<file path="src/rtl/alu_pkg.sv">
// Shared types for the nibble-serial subtractor: FSM states, flag bundle, nibble width.
package alu_pkg;
  localparam int NIBBLE_W = 4;

  typedef enum logic [1:0] {IDLE, LO, HI, DONE} alu_sub_state_t;

  typedef struct packed {
    logic z;
    logic n;
    logic h;
    logic c;
  } alu_flags_t;
endpackage

</file>
<file path="src/rtl/alu_sub_serial_nibble_sub.sv">
// 4-bit subtract cell with borrow-in/borrow-out; time-shared by alu_sub_serial.
module nibble_sub
  import alu_pkg::*;
(
  input  logic [NIBBLE_W-1:0] a,
  input  logic [NIBBLE_W-1:0] b,
  input  logic                bin,
  output logic [NIBBLE_W-1:0] diff,
  output logic                bout
);
  logic [NIBBLE_W:0] full;

  // Extra top bit becomes 1 exactly when a < b + bin.
  assign full = {1'b0, a} - {1'b0, b} - {{NIBBLE_W{1'b0}}, bin};
  assign diff = full[NIBBLE_W-1:0];
  assign bout = full[NIBBLE_W];
endmodule

</file>
<file path="src/rtl/alu_sub_serial.sv">
// Nibble-serial 8-bit SUB/SBC/CP: low nibble then high nibble through one nibble_sub.
// ALU_SUB_CMP_EN adds the cmp port (CP mode: flags from subtraction, result = op_a).
module alu_sub_serial
  import alu_pkg::*;
(
  input  logic       clk,
  input  logic       reset_n,
  input  logic       start,
  input  logic [7:0] op_a,
  input  logic [7:0] op_b,
  input  logic       carry_in,
  input  logic       use_carry,
`ifdef ALU_SUB_CMP_EN
  input  logic       cmp,
`endif
  output logic       busy,
  output logic       done,
  output logic [7:0] result,
  output logic       flag_z,
  output logic       flag_n,
  output logic       flag_h,
  output logic       flag_c
);
  alu_sub_state_t state_q, state_d;
  logic [7:0] a_q, a_d, b_q, b_d, result_q, result_d;
  logic [NIBBLE_W-1:0] lo_q, lo_d;
  logic bin_q, bin_d, cmp_q, cmp_d, h_q, h_d, busy_q, busy_d, done_q, done_d;
  alu_flags_t flags_q, flags_d;

  logic cmp_s;
  logic [NIBBLE_W-1:0] cell_a, cell_b, cell_diff;
  logic cell_bin, cell_bout;

`ifdef ALU_SUB_CMP_EN
  assign cmp_s = cmp;
`else
  assign cmp_s = 1'b0;
`endif

  // LO feeds the low nibbles with the op's borrow-in; HI chains the stored half borrow.
  assign cell_a   = (state_q == LO) ? a_q[3:0] : a_q[7:4];
  assign cell_b   = (state_q == LO) ? b_q[3:0] : b_q[7:4];
  assign cell_bin = (state_q == LO) ? bin_q    : h_q;

  nibble_sub u_cell (
    .a    (cell_a),
    .b    (cell_b),
    .bin  (cell_bin),
    .diff (cell_diff),
    .bout (cell_bout)
  );

  always_comb begin
    state_d  = state_q;
    a_d      = a_q;
    b_d      = b_q;
    bin_d    = bin_q;
    cmp_d    = cmp_q;
    lo_d     = lo_q;
    h_d      = h_q;
    busy_d   = busy_q;
    done_d   = 1'b0;
    result_d = result_q;
    flags_d  = flags_q;
    case (state_q)
      IDLE, DONE: begin
        busy_d = 1'b0;
        if (start) begin
          a_d     = op_a;
          b_d     = op_b;
          bin_d   = use_carry & carry_in;
          cmp_d   = cmp_s;
          state_d = LO;
          busy_d  = 1'b1;
        end else begin
          state_d = IDLE;
        end
      end
      LO: begin
        lo_d    = cell_diff;
        h_d     = cell_bout;
        state_d = HI;
      end
      HI: begin
        result_d  = cmp_q ? a_q : {cell_diff, lo_q};
        flags_d.z = ({cell_diff, lo_q} == 8'h00);
        flags_d.n = 1'b1;
        flags_d.h = h_q;
        flags_d.c = cell_bout;
        state_d   = DONE;
        busy_d    = 1'b0;
        done_d    = 1'b1;
      end
      default: state_d = IDLE;
    endcase
  end

  always_ff @(posedge clk or negedge reset_n) begin
    if (!reset_n) begin
      state_q  <= IDLE;
      a_q      <= '0;
      b_q      <= '0;
      bin_q    <= 1'b0;
      cmp_q    <= 1'b0;
      lo_q     <= '0;
      h_q      <= 1'b0;
      busy_q   <= 1'b0;
      done_q   <= 1'b0;
      result_q <= '0;
      flags_q  <= '0;
    end else begin
      state_q  <= state_d;
      a_q      <= a_d;
      b_q      <= b_d;
      bin_q    <= bin_d;
      cmp_q    <= cmp_d;
      lo_q     <= lo_d;
      h_q      <= h_d;
      busy_q   <= busy_d;
      done_q   <= done_d;
      result_q <= result_d;
      flags_q  <= flags_d;
    end
  end

  assign busy   = busy_q;
  assign done   = done_q;
  assign result = result_q;
  assign flag_z = flags_q.z;
  assign flag_n = flags_q.n;
  assign flag_h = flags_q.h;
  assign flag_c = flags_q.c;
endmodule

</file>
<file path="config.mk">
export PLATFORM = sky130hd
export DESIGN_NAME = alu_sub_serial
export DESIGN_NICKNAME = d
export VERILOG_FILES = /design/src/rtl/alu_pkg.sv /design/src/rtl/alu_sub_serial_nibble_sub.sv /design/src/rtl/alu_sub_serial.sv
export SDC_FILE = /design/constraint.sdc
export NUM_CORES = 1
export LEC_CHECK = 0
export CAP_MARGIN = 25
export CORE_UTILIZATION = 49
export DETAILED_ROUTE_END_ITERATION = 10
export PLACE_DENSITY = 0.76
export REMOVE_ABC_BUFFERS = 1
export SETUP_SLACK_MARGIN = 0.5
export SLEW_MARGIN = 20
export SYNTH_ARGS = -nofsm -noshare
export SYNTH_HDL_FRONTEND = slang
export SYNTH_SLANG_ARGS = --single-unit
</file>
<file path="constraint.sdc">
create_clock -name clk -period 6.25 [get_ports clk]
set_clock_uncertainty 0.1 [all_clocks]
set_input_delay 1.25 -clock clk [delete_from_list [all_inputs] [get_ports clk]]
set_output_delay 1.25 -clock clk [all_outputs]
set_load 0.05 [all_outputs]
</file>
After elaboration in Yosys (flattened, before gate mapping) --
Index checks and enable logic that the tools add are counted.
Operators by class: $add $sub $neg 2, equal/unequal tests 3, mux-type cells 8, bitwise logic cells 1, reduce and logical (&&, ||, !) cells 5
Operator list (number):
- zero test 8 bit | 1
- 2-to-1 mux 4 bit | 2
- case mux 2 bit (3 select lines) | 1
- subtractor 4 x 4 -> 5 bit | 1
- subtractor 5 x 1 -> 5 bit | 1
- equality test 2 bit (second input constant) | 2
- 2-to-1 mux 1 bit | 4
- equality test 2 x 1 -> 1 bit (second input constant) | 1
- zero test 2 bit | 1
- case mux 1 bit (2 select lines) | 1
- AND reduction 2 bit | 1
- nonzero test 2 bit | 1
- OR reduction 2 bit | 1
- bitwise AND 1 bit | 1
Storage, ports and cells: bits in registers 38, output and inout bits 14

Longest topological paths before layout --
depth in word-level cells 5, mapped depth 12, mapped depth without buffers 10

Modules after synthesis --
Synthesis repeated with hierarchy kept, for this count alone.
Second synthesis, totals: cell total of the unflattened synthesis 128, area, all modules 1800.5 um^2
By module, submodules not included:
- alu_sub_serial | times used 1, cells an instance 104, area an instance 1592.8 um^2
- nibble_sub | times used 1, cells an instance 24, area an instance 207.7 um^2

Worst setup path after synthesis --
No wires, ideal clock.
kind register -> register, start point register state_q[1], end point register result_q[7], in the netlist result[7], library setup time 0.125 ns, arrival 2.456 ns, data required time 6.025 ns, path slack 3.570 ns, stages on the path, launching flop included 12, buffers on the path 2, clock period less this slack 2.680 ns, path through dfrtp_1 > inv_1 > ha_1 > buf_6 > buf_2 > mux2_2 > fa_1 > ha_1 > inv_1 > o21ai_2 > xor2_1 > mux2_2
Between the ends: word-level cells in the longest chain between the ends 4, elaborated cells on any way between the ends 7
RTL lines:
- start, declared | RTL line alu_sub_serial.sv:24 | alu_sub_state_t state_q, state_d;
- start signal, assigned | RTL line alu_sub_serial.sv:112 | state_q <= state_d;
- equality test 2 x 1 -> 1 bit | RTL line alu_sub_serial.sv:41, alu_sub_serial.sv:42, alu_sub_serial.sv:43
- 2-to-1 mux 4 bit, on equally long branches | RTL line alu_sub_serial.sv:41, alu_sub_serial.sv:42
- subtractor 4 x 4 -> 5 bit | RTL line alu_sub_serial_nibble_sub.sv:14 | assign full = {1'b0, a} - {1'b0, b} - {{NIBBLE_W{1'b0}}, bin};
- subtractor 5 x 1 -> 5 bit | RTL line alu_sub_serial_nibble_sub.sv:14
- end signal, assigned | RTL line alu_sub_serial.sv:121 | result_q <= result_d;
- end, declared | RTL line alu_sub_serial.sv:25 | logic [7:0] a_q, a_d, b_q, b_d, result_q, result_d;
Parallel ways exist; a longest one is shown, timed or not. A chain may end at the register's enable or synchronous reset.

Final worst setup path --
start point register state_q[1], end point register flags_q (netlist bit flag_z)
Between the ends: word-level cells in the longest chain between the ends 5, elaborated cells on any way between the ends 8
RTL lines:
- equality test 2 x 1 -> 1 bit | RTL line alu_sub_serial.sv:41, alu_sub_serial.sv:42, alu_sub_serial.sv:43
- 2-to-1 mux 4 bit, on equally long branches | RTL line alu_sub_serial.sv:41, alu_sub_serial.sv:42
- subtractor 4 x 4 -> 5 bit | RTL line alu_sub_serial_nibble_sub.sv:14
- subtractor 5 x 1 -> 5 bit | RTL line alu_sub_serial_nibble_sub.sv:14
- zero test 8 bit | RTL line alu_sub_serial.sv:86 | flags_d.z = ({cell_diff, lo_q} == 8'h00);
- end signal, assigned | RTL line alu_sub_serial.sv:122 | flags_q <= flags_d;
- end, declared | RTL line alu_sub_serial.sv:28 | alu_flags_t flags_q, flags_d;
Parallel ways exist; a longest one is shown, timed or not.

==> flow_metrics.py <==
metrics = {
    "outcome": {
        "status": "complete, no violations",
    },
    "logic_synthesis": {
        "synth.avg_cell_area_um2": 13.7,
        "synth-seq-area-share": 0.556,
        "synth_area_um2": 1710,
        "synth.top_cell.area_share": 0.556,
        "syn_inst": 125,
        "synth_most_common_cell": "dfrtp_1",
        "ys_warn_count": 0,
        "synth-main-ff-cell": "dfrtp_1",
        "synth_area_leader_cell": "dfrtp_1",
        "ys_ff_latch": 38,
        "synth_cell_types": 22,
        "synth_async_sr_flop_share": 1.00,
        "synth_edf_count": 0,
        "yosys-top-cells-area": "dfrtp_1 (56%), mux2_2 (20%), ha_1 (5.1%), mux2i_1 (2.9%), inv_1 (2.4%)",
        "synth_common_cells": "dfrtp_1 (38), mux2_2 (31), inv_1 (11)",
    },
    "detailed_routing": {
        "remaining_drc_errors": 0,
        "wirelength_um": 2810,
        "antenna_left": 0,
        "dr.pass1.iters": 4,
        "drt_iter0_markers": 27,
        "viasPerCell": 5.02,
        "wl_per_cell_um": 13.6,
        "vias": 1040,
    },
    "setup_path": {
        "start_kind": "flip-flop",
        "r2r-end": "flag_z",
        "reg2reg_slack_ns": 3.20,
        "criticalPathCategory": "flip-flop to flip-flop",
        "reg2reg_from": "state_q[1]",
        "critical_path_required_ns": 6.34,
        "crit_arrival_ns": 3.14,
        "end_kind": "flip-flop",
        "path_max_fanout": 15,
        "reg2reg_depth": 9,
    },
    "floorplan": {
        "rows": 21,
        "die_w_um": 61.1,
        "dieArea_um2": 3730,
        "ios": 35,
        "start_util": 0.512,
        "die_h_um": 61.1,
        "core_um2": 3340,
    },
    "job": {
        "maxCapViolations": 0,
    },
    "cts": {
        "root_buffer": "clkbuf_4",
        "cts.reportedPaths.clkPinSlew_ns": 0.11,
        "htree_levels": 2,
        "clock_path_buffers": 2,
        "cts.hold.buffers_added": 0,
        "post_cts_resized": 0,
        "cts_setup_buffers": 0,
        "cts_buffers": 5,
        "cts_tree": "built",
        "clkSinkCount": 38,
        "insertion_delay_ns": 0.33,
    },
    "sta": {
        "fin_crit_ns": 3.05,
        "fmax_mhz": 328,
        "rsz0062_at_grt": "no",
        "fin_setup_tns_ns": 0,
        "hold_viol_final": 0,
        "drv_slew": 0,
        "slew_headroom": 0.452,
        "hold_slack_ns": 0.384,
        "fin_crit_sh": 0.487,
        "tightest_slew_ns": 0.822,
        "setup_violations": 0,
    },
    "layout": {
        "diodes": 0,
        "drive_gt1_frac": 0.267,
        "fin_nets": 192,
        "syn2layout_area_growth_pct": 24.5,
        "fin_util": 0.637,
    },
    "place": {
        "port-buffer-count": 34,
        "dpl.hpwl_um": 2050,
        "place.gp.congestion": 0.711,
    },
    "global_routing": {
        "grtUsageTotal": 0.169,
        "grt-ovfl-total": 0,
        "grt_pass1_wl_um": 4420,
        "grt_pass1_vias": 1041,
        "antenna_found_initial": 0,
        "grt_max_degree": 39,
    },
    "hold_path": {
        "hp-start": "flag_n",
        "hold_class": "flip-flop to flip-flop",
        "hold_path_end": "flag_n",
        "hold_path_depth": 1,
    },
}
critical path: stages (launching register included):
cell     delay [ns]
dfrtp_1        0.40
inv_1          0.09
ha_1           0.63
mux2_2         0.42
fa_1           0.39
ha_1           0.29
inv_1          0.04
o21ai_2        0.13
xor2_1         0.28
o32ai_2        0.13
routing by layer:
metal / global-route usage / part of all wire / vias up
met5: 0 / 0 / -
li1: - / - / 493
met1: 0.199 / 0.43 / 509
met2: 0.289 / 0.51 / 30
met3: 0.0378 / 0.038 / 8
met4: 0.0877 / 0.021 / 0
registers in the layout, indices dropped and copies added (netlist names):
register  cells
flag_c        1
flag_z        1
b_q           8
flag_n        1
a_q           8
done          1
busy          1
result        8
flag_h        1
state_q       2
bin_q         1
lo_q          4
h_q           1
worst max-delay path by stage:
| stage | from | end | slack, ns |
|---|---|---|---|
| 2_1_floorplan | state_q[1] | result[7] | 3.50 |
| 3_3_place_gp | state_q[1] | h_q | 3.33 |
| 3_5_place_dp | state_q[1] | flag_z | 3.24 |
| 4_1_cts | state_q[1] | flag_c | 3.22 |
| 5_1_grt | state_q[1] | flag_c | 3.03 |
| 6_report | state_q[1] | flag_z | 3.20 |
through the flow:
stage	cell area, µm²	setup slack [ns]	instances
after CTS	2130	3.22	207
after detailed placement	2080	3.24	201
after global placement	2080	3.33	201
final	2130	3.20	207
after global routing	2130	3.03	207
after floorplan	1680	3.50	121
logic make-up (layout without fill, tap and decap cells):
family	Yosys count	count (layout)	share of synthesized area
buffers and inverters	15	51	0.0395
AO/OA/AOI/OAI	9	9	0.0351
multiplexers	37	37	0.242
AND/OR/NAND/NOR	14	14	0.0373
adder cells (fa/ha/maj)	9	9	0.0747
XOR/XNOR	3	3	0.0154
flip-flops	38	38	0.556
cell usage in the layout (no fill, tap or decap), drive strengths merged:
| cell | Yosys | layout |
|---|---|---|
| nor3 | 1 | 1 |
| buf | 4 | 1 |
| a21oi | 3 | 3 |
| nand4 | 1 | 1 |
| o32ai | 1 | 1 |
| o21ai | 5 | 5 |
| nand2 | 7 | 7 |
| xnor2 | 2 | 2 |
| inv | 11 | 11 |
| nor2b | 1 | 1 |
| clkbuf | 0 | 6 |
| dfrtp | 38 | 38 |
| nor2 | 3 | 3 |
| mux2i | 6 | 6 |
| fa | 2 | 2 |
| ha | 7 | 7 |
| or2 | 1 | 1 |
| xor2 | 1 | 1 |
| clkdlybuf4s50 | 0 | 33 |
| mux2 | 31 | 31 |
layout make-up:
class / instances / area, µm²
fill: 273 / 1210
sequential: 38 / 951
multi-input combinational: 72 / 691
timing repair buffer: 34 / 335
tap: 46 / 57.6
clock buffer: 6 / 51.3
inverter: 11 / 41.3
Power is not shown: default switching activity piles up to over one toggle a cycle in this logic, so the estimate is an artifact.
==> edit (same settings) <==
Remove the register `done_q`: a continuous assignment takes its place, so the output `done` follows one clock earlier.
--- a/src/rtl/alu_sub_serial.sv
+++ b/src/rtl/alu_sub_serial.sv
@@ -105,7 +105,6 @@
       lo_q     <= '0;
       h_q      <= 1'b0;
       busy_q   <= 1'b0;
-      done_q   <= 1'b0;
       result_q <= '0;
       flags_q  <= '0;
     end else begin
@@ -117,11 +116,12 @@
       lo_q     <= lo_d;
       h_q      <= h_d;
       busy_q   <= busy_d;
-      done_q   <= done_d;
       result_q <= result_d;
       flags_q  <= flags_d;
     end
   end
+
+  assign done_q = done_d;
 
   assign busy   = busy_q;
   assign done   = done_q;
Behaviour: not the same (a bounded check fails within 4 cycles, from zero or initial values and one cycle with reset_n low).
==> edit against the unedited design <==
Worst setup slack worse by 0.54 ns; synthesized cell count is 0.80% lower; critical path depth is 6 lower; sequential cell count is 1 lower; area after synthesis is 1.5% lower; fmax is 15% lower; routed wire length is 4.8% lower; cell area is 0.82% lower; hold slack worse by 0.0094 ns; largest cell class unchanged.
Power is left out: the tool's default activity adds up to more than one toggle a clock period on the data nets, which glitch-free logic cannot reach.
==> edit: results (changes against the unedited design) <==
INFO  metric status = completed
INFO  metric route.layer.met1.wl = 1090 um (-10%)
INFO  metric critical_path_depth = 3 (-6)
INFO  metric cts_buffers = 5 (unchanged)
INFO  metric tightestPinTransition = 0.740 ns (-0.0824 ns)
INFO  metric gp_routability_congestion = 0.763 (+7.3%)
INFO  metric synth_area_leaders = dfrtp_1, mux2_2, ha_1
INFO  metric hold_path_end = flag_n
INFO  metric grt_usage = 0.182 (+0.0135)
INFO  metric fillerInstances = 250 (-8.4%)
INFO  metric post_cts_repair_timing_setup_buffer_count = 0 (unchanged)
INFO  metric cell_depth_of_the_worst_hold_path = 1 (unchanged)
INFO  metric dp.final_hpwl = 2030 um (-1.1%)
INFO  metric ff2ff_setup_slack = 3.18 ns (-0.02 ns)
INFO  metric grt_max_degree = 38 (-2.6%)
INFO  metric drt_first_iter_violations = 24 (-11%)
INFO  metric share_of_final_layout_standard_cells_stronger_than_drive_strength_1 = 0.258 (-0.00941)
INFO  metric antenna_cells_inserted = 0 (unchanged)
INFO  metric clk_latency = 0.34 ns
INFO  metric yosysSeqAreaShare = 0.550 (-0.00659)
INFO  metric grt_pass1_vias = 1114 (+7.0%)
INFO  metric met2_length = 1340 um (-5.8%)
INFO  metric synthesis.yosys.warnings = 0 (unchanged)
INFO  metric vias_post_dr = 1030 (-0.96%)
INFO  metric cp_max_fo = 14 (-1)
INFO  metric critPathArrivalTime = 2.24 ns (-0.90 ns)
INFO  metric worst_path_max_delay_cell = clkdlybuf4s50_1
INFO  metric h-tree-depth = 2 (unchanged)
INFO  metric synth_common_cells = dfrtp_1, mux2_2, inv_1
INFO  metric firstDrtPassIters = 4 (unchanged)
INFO  metric wl_per_cell = 12.9 um (-4.8%)
INFO  metric worst_path_largest_cell_delay = 0.91 ns (+0.28 ns)
INFO  metric detailed_routed_wire_length_on_met3 = 164 um (+55%)
INFO  metric clk_path_buf_depth = 2 (unchanged)
INFO  metric ctsHoldBuffers = 0 (unchanged)
INFO  metric worstReg2RegEnd = result[7]
INFO  metric grt_first_pass_wirelength = 4620 um (+4.5%)
INFO  metric rr_startpoint = state_q[1]
INFO  metric cp_top_family = buffers and inverters
-- edit: cell count changes after synthesis, sizes merged --
cell,change
dfrtp,-1
-- edit: worst max-delay path by stage --
stage                         to  slack (ns)  startpoint
after floorplan           flag_z        3.49  state_q[1]
final                       done        2.66  state_q[0]
after global routing        done        2.55  state_q[0]
after detailed placement    done        3.02  state_q[0]
after CTS                   done        2.63  state_q[0]
after global placement      done        3.07  state_q[0]
-- edit: per-stage QoR --
stage | hold WS, ns | instances | instance area [sq um] | setup WS (ns) | utilization
floorplan | 0.350 | 120 | 1660 | 3.49 | -
global placement | 0.354 | 199 | 2060 | 3.07 | 0.654
detailed placement | 0.361 | 199 | 2060 | 3.02 | 0.654
CTS | 0.386 | 207 | 2110 | 2.63 | 0.669
global route | 0.406 | 207 | 2110 | 2.55 | 0.669
finish | 0.374 | 207 | 2110 | 2.66 | 0.669
-- edit: cell families (layout without fill, tap and decap cells) --
kind of cell | Yosys count | in the layout | synth area share
multiplexers | 37 | 37 | 0.245
flip-flops | 37 | 37 | 0.550
buffers and inverters | 15 | 54 | 0.0401
AND/OR/NAND/NOR | 14 | 14 | 0.0379
adder cells (fa/ha/maj) | 9 | 9 | 0.0758
AO/OA/AOI/OAI | 9 | 9 | 0.0357
XOR/XNOR | 3 | 3 | 0.0156
-- edit: per-layer routing --
metal / track usage / vias to the layer above
li1: - / 497
met5: 0 / -
met2: 0.317 / 33
met3: 0.0490 / 10
met4: 0.123 / 0
met1: 0.193 / 490
-- edit: cell type report --
type                       count  area (sq um)  share of cell area
clock buffer                   8          48.8              0.0231
inverter                      11          41.3              0.0196
multi-input combinational     72           691               0.327
sequential                    37           926               0.439
tap                           44          55.1              0.0261
timing repair buffer          35           348               0.165
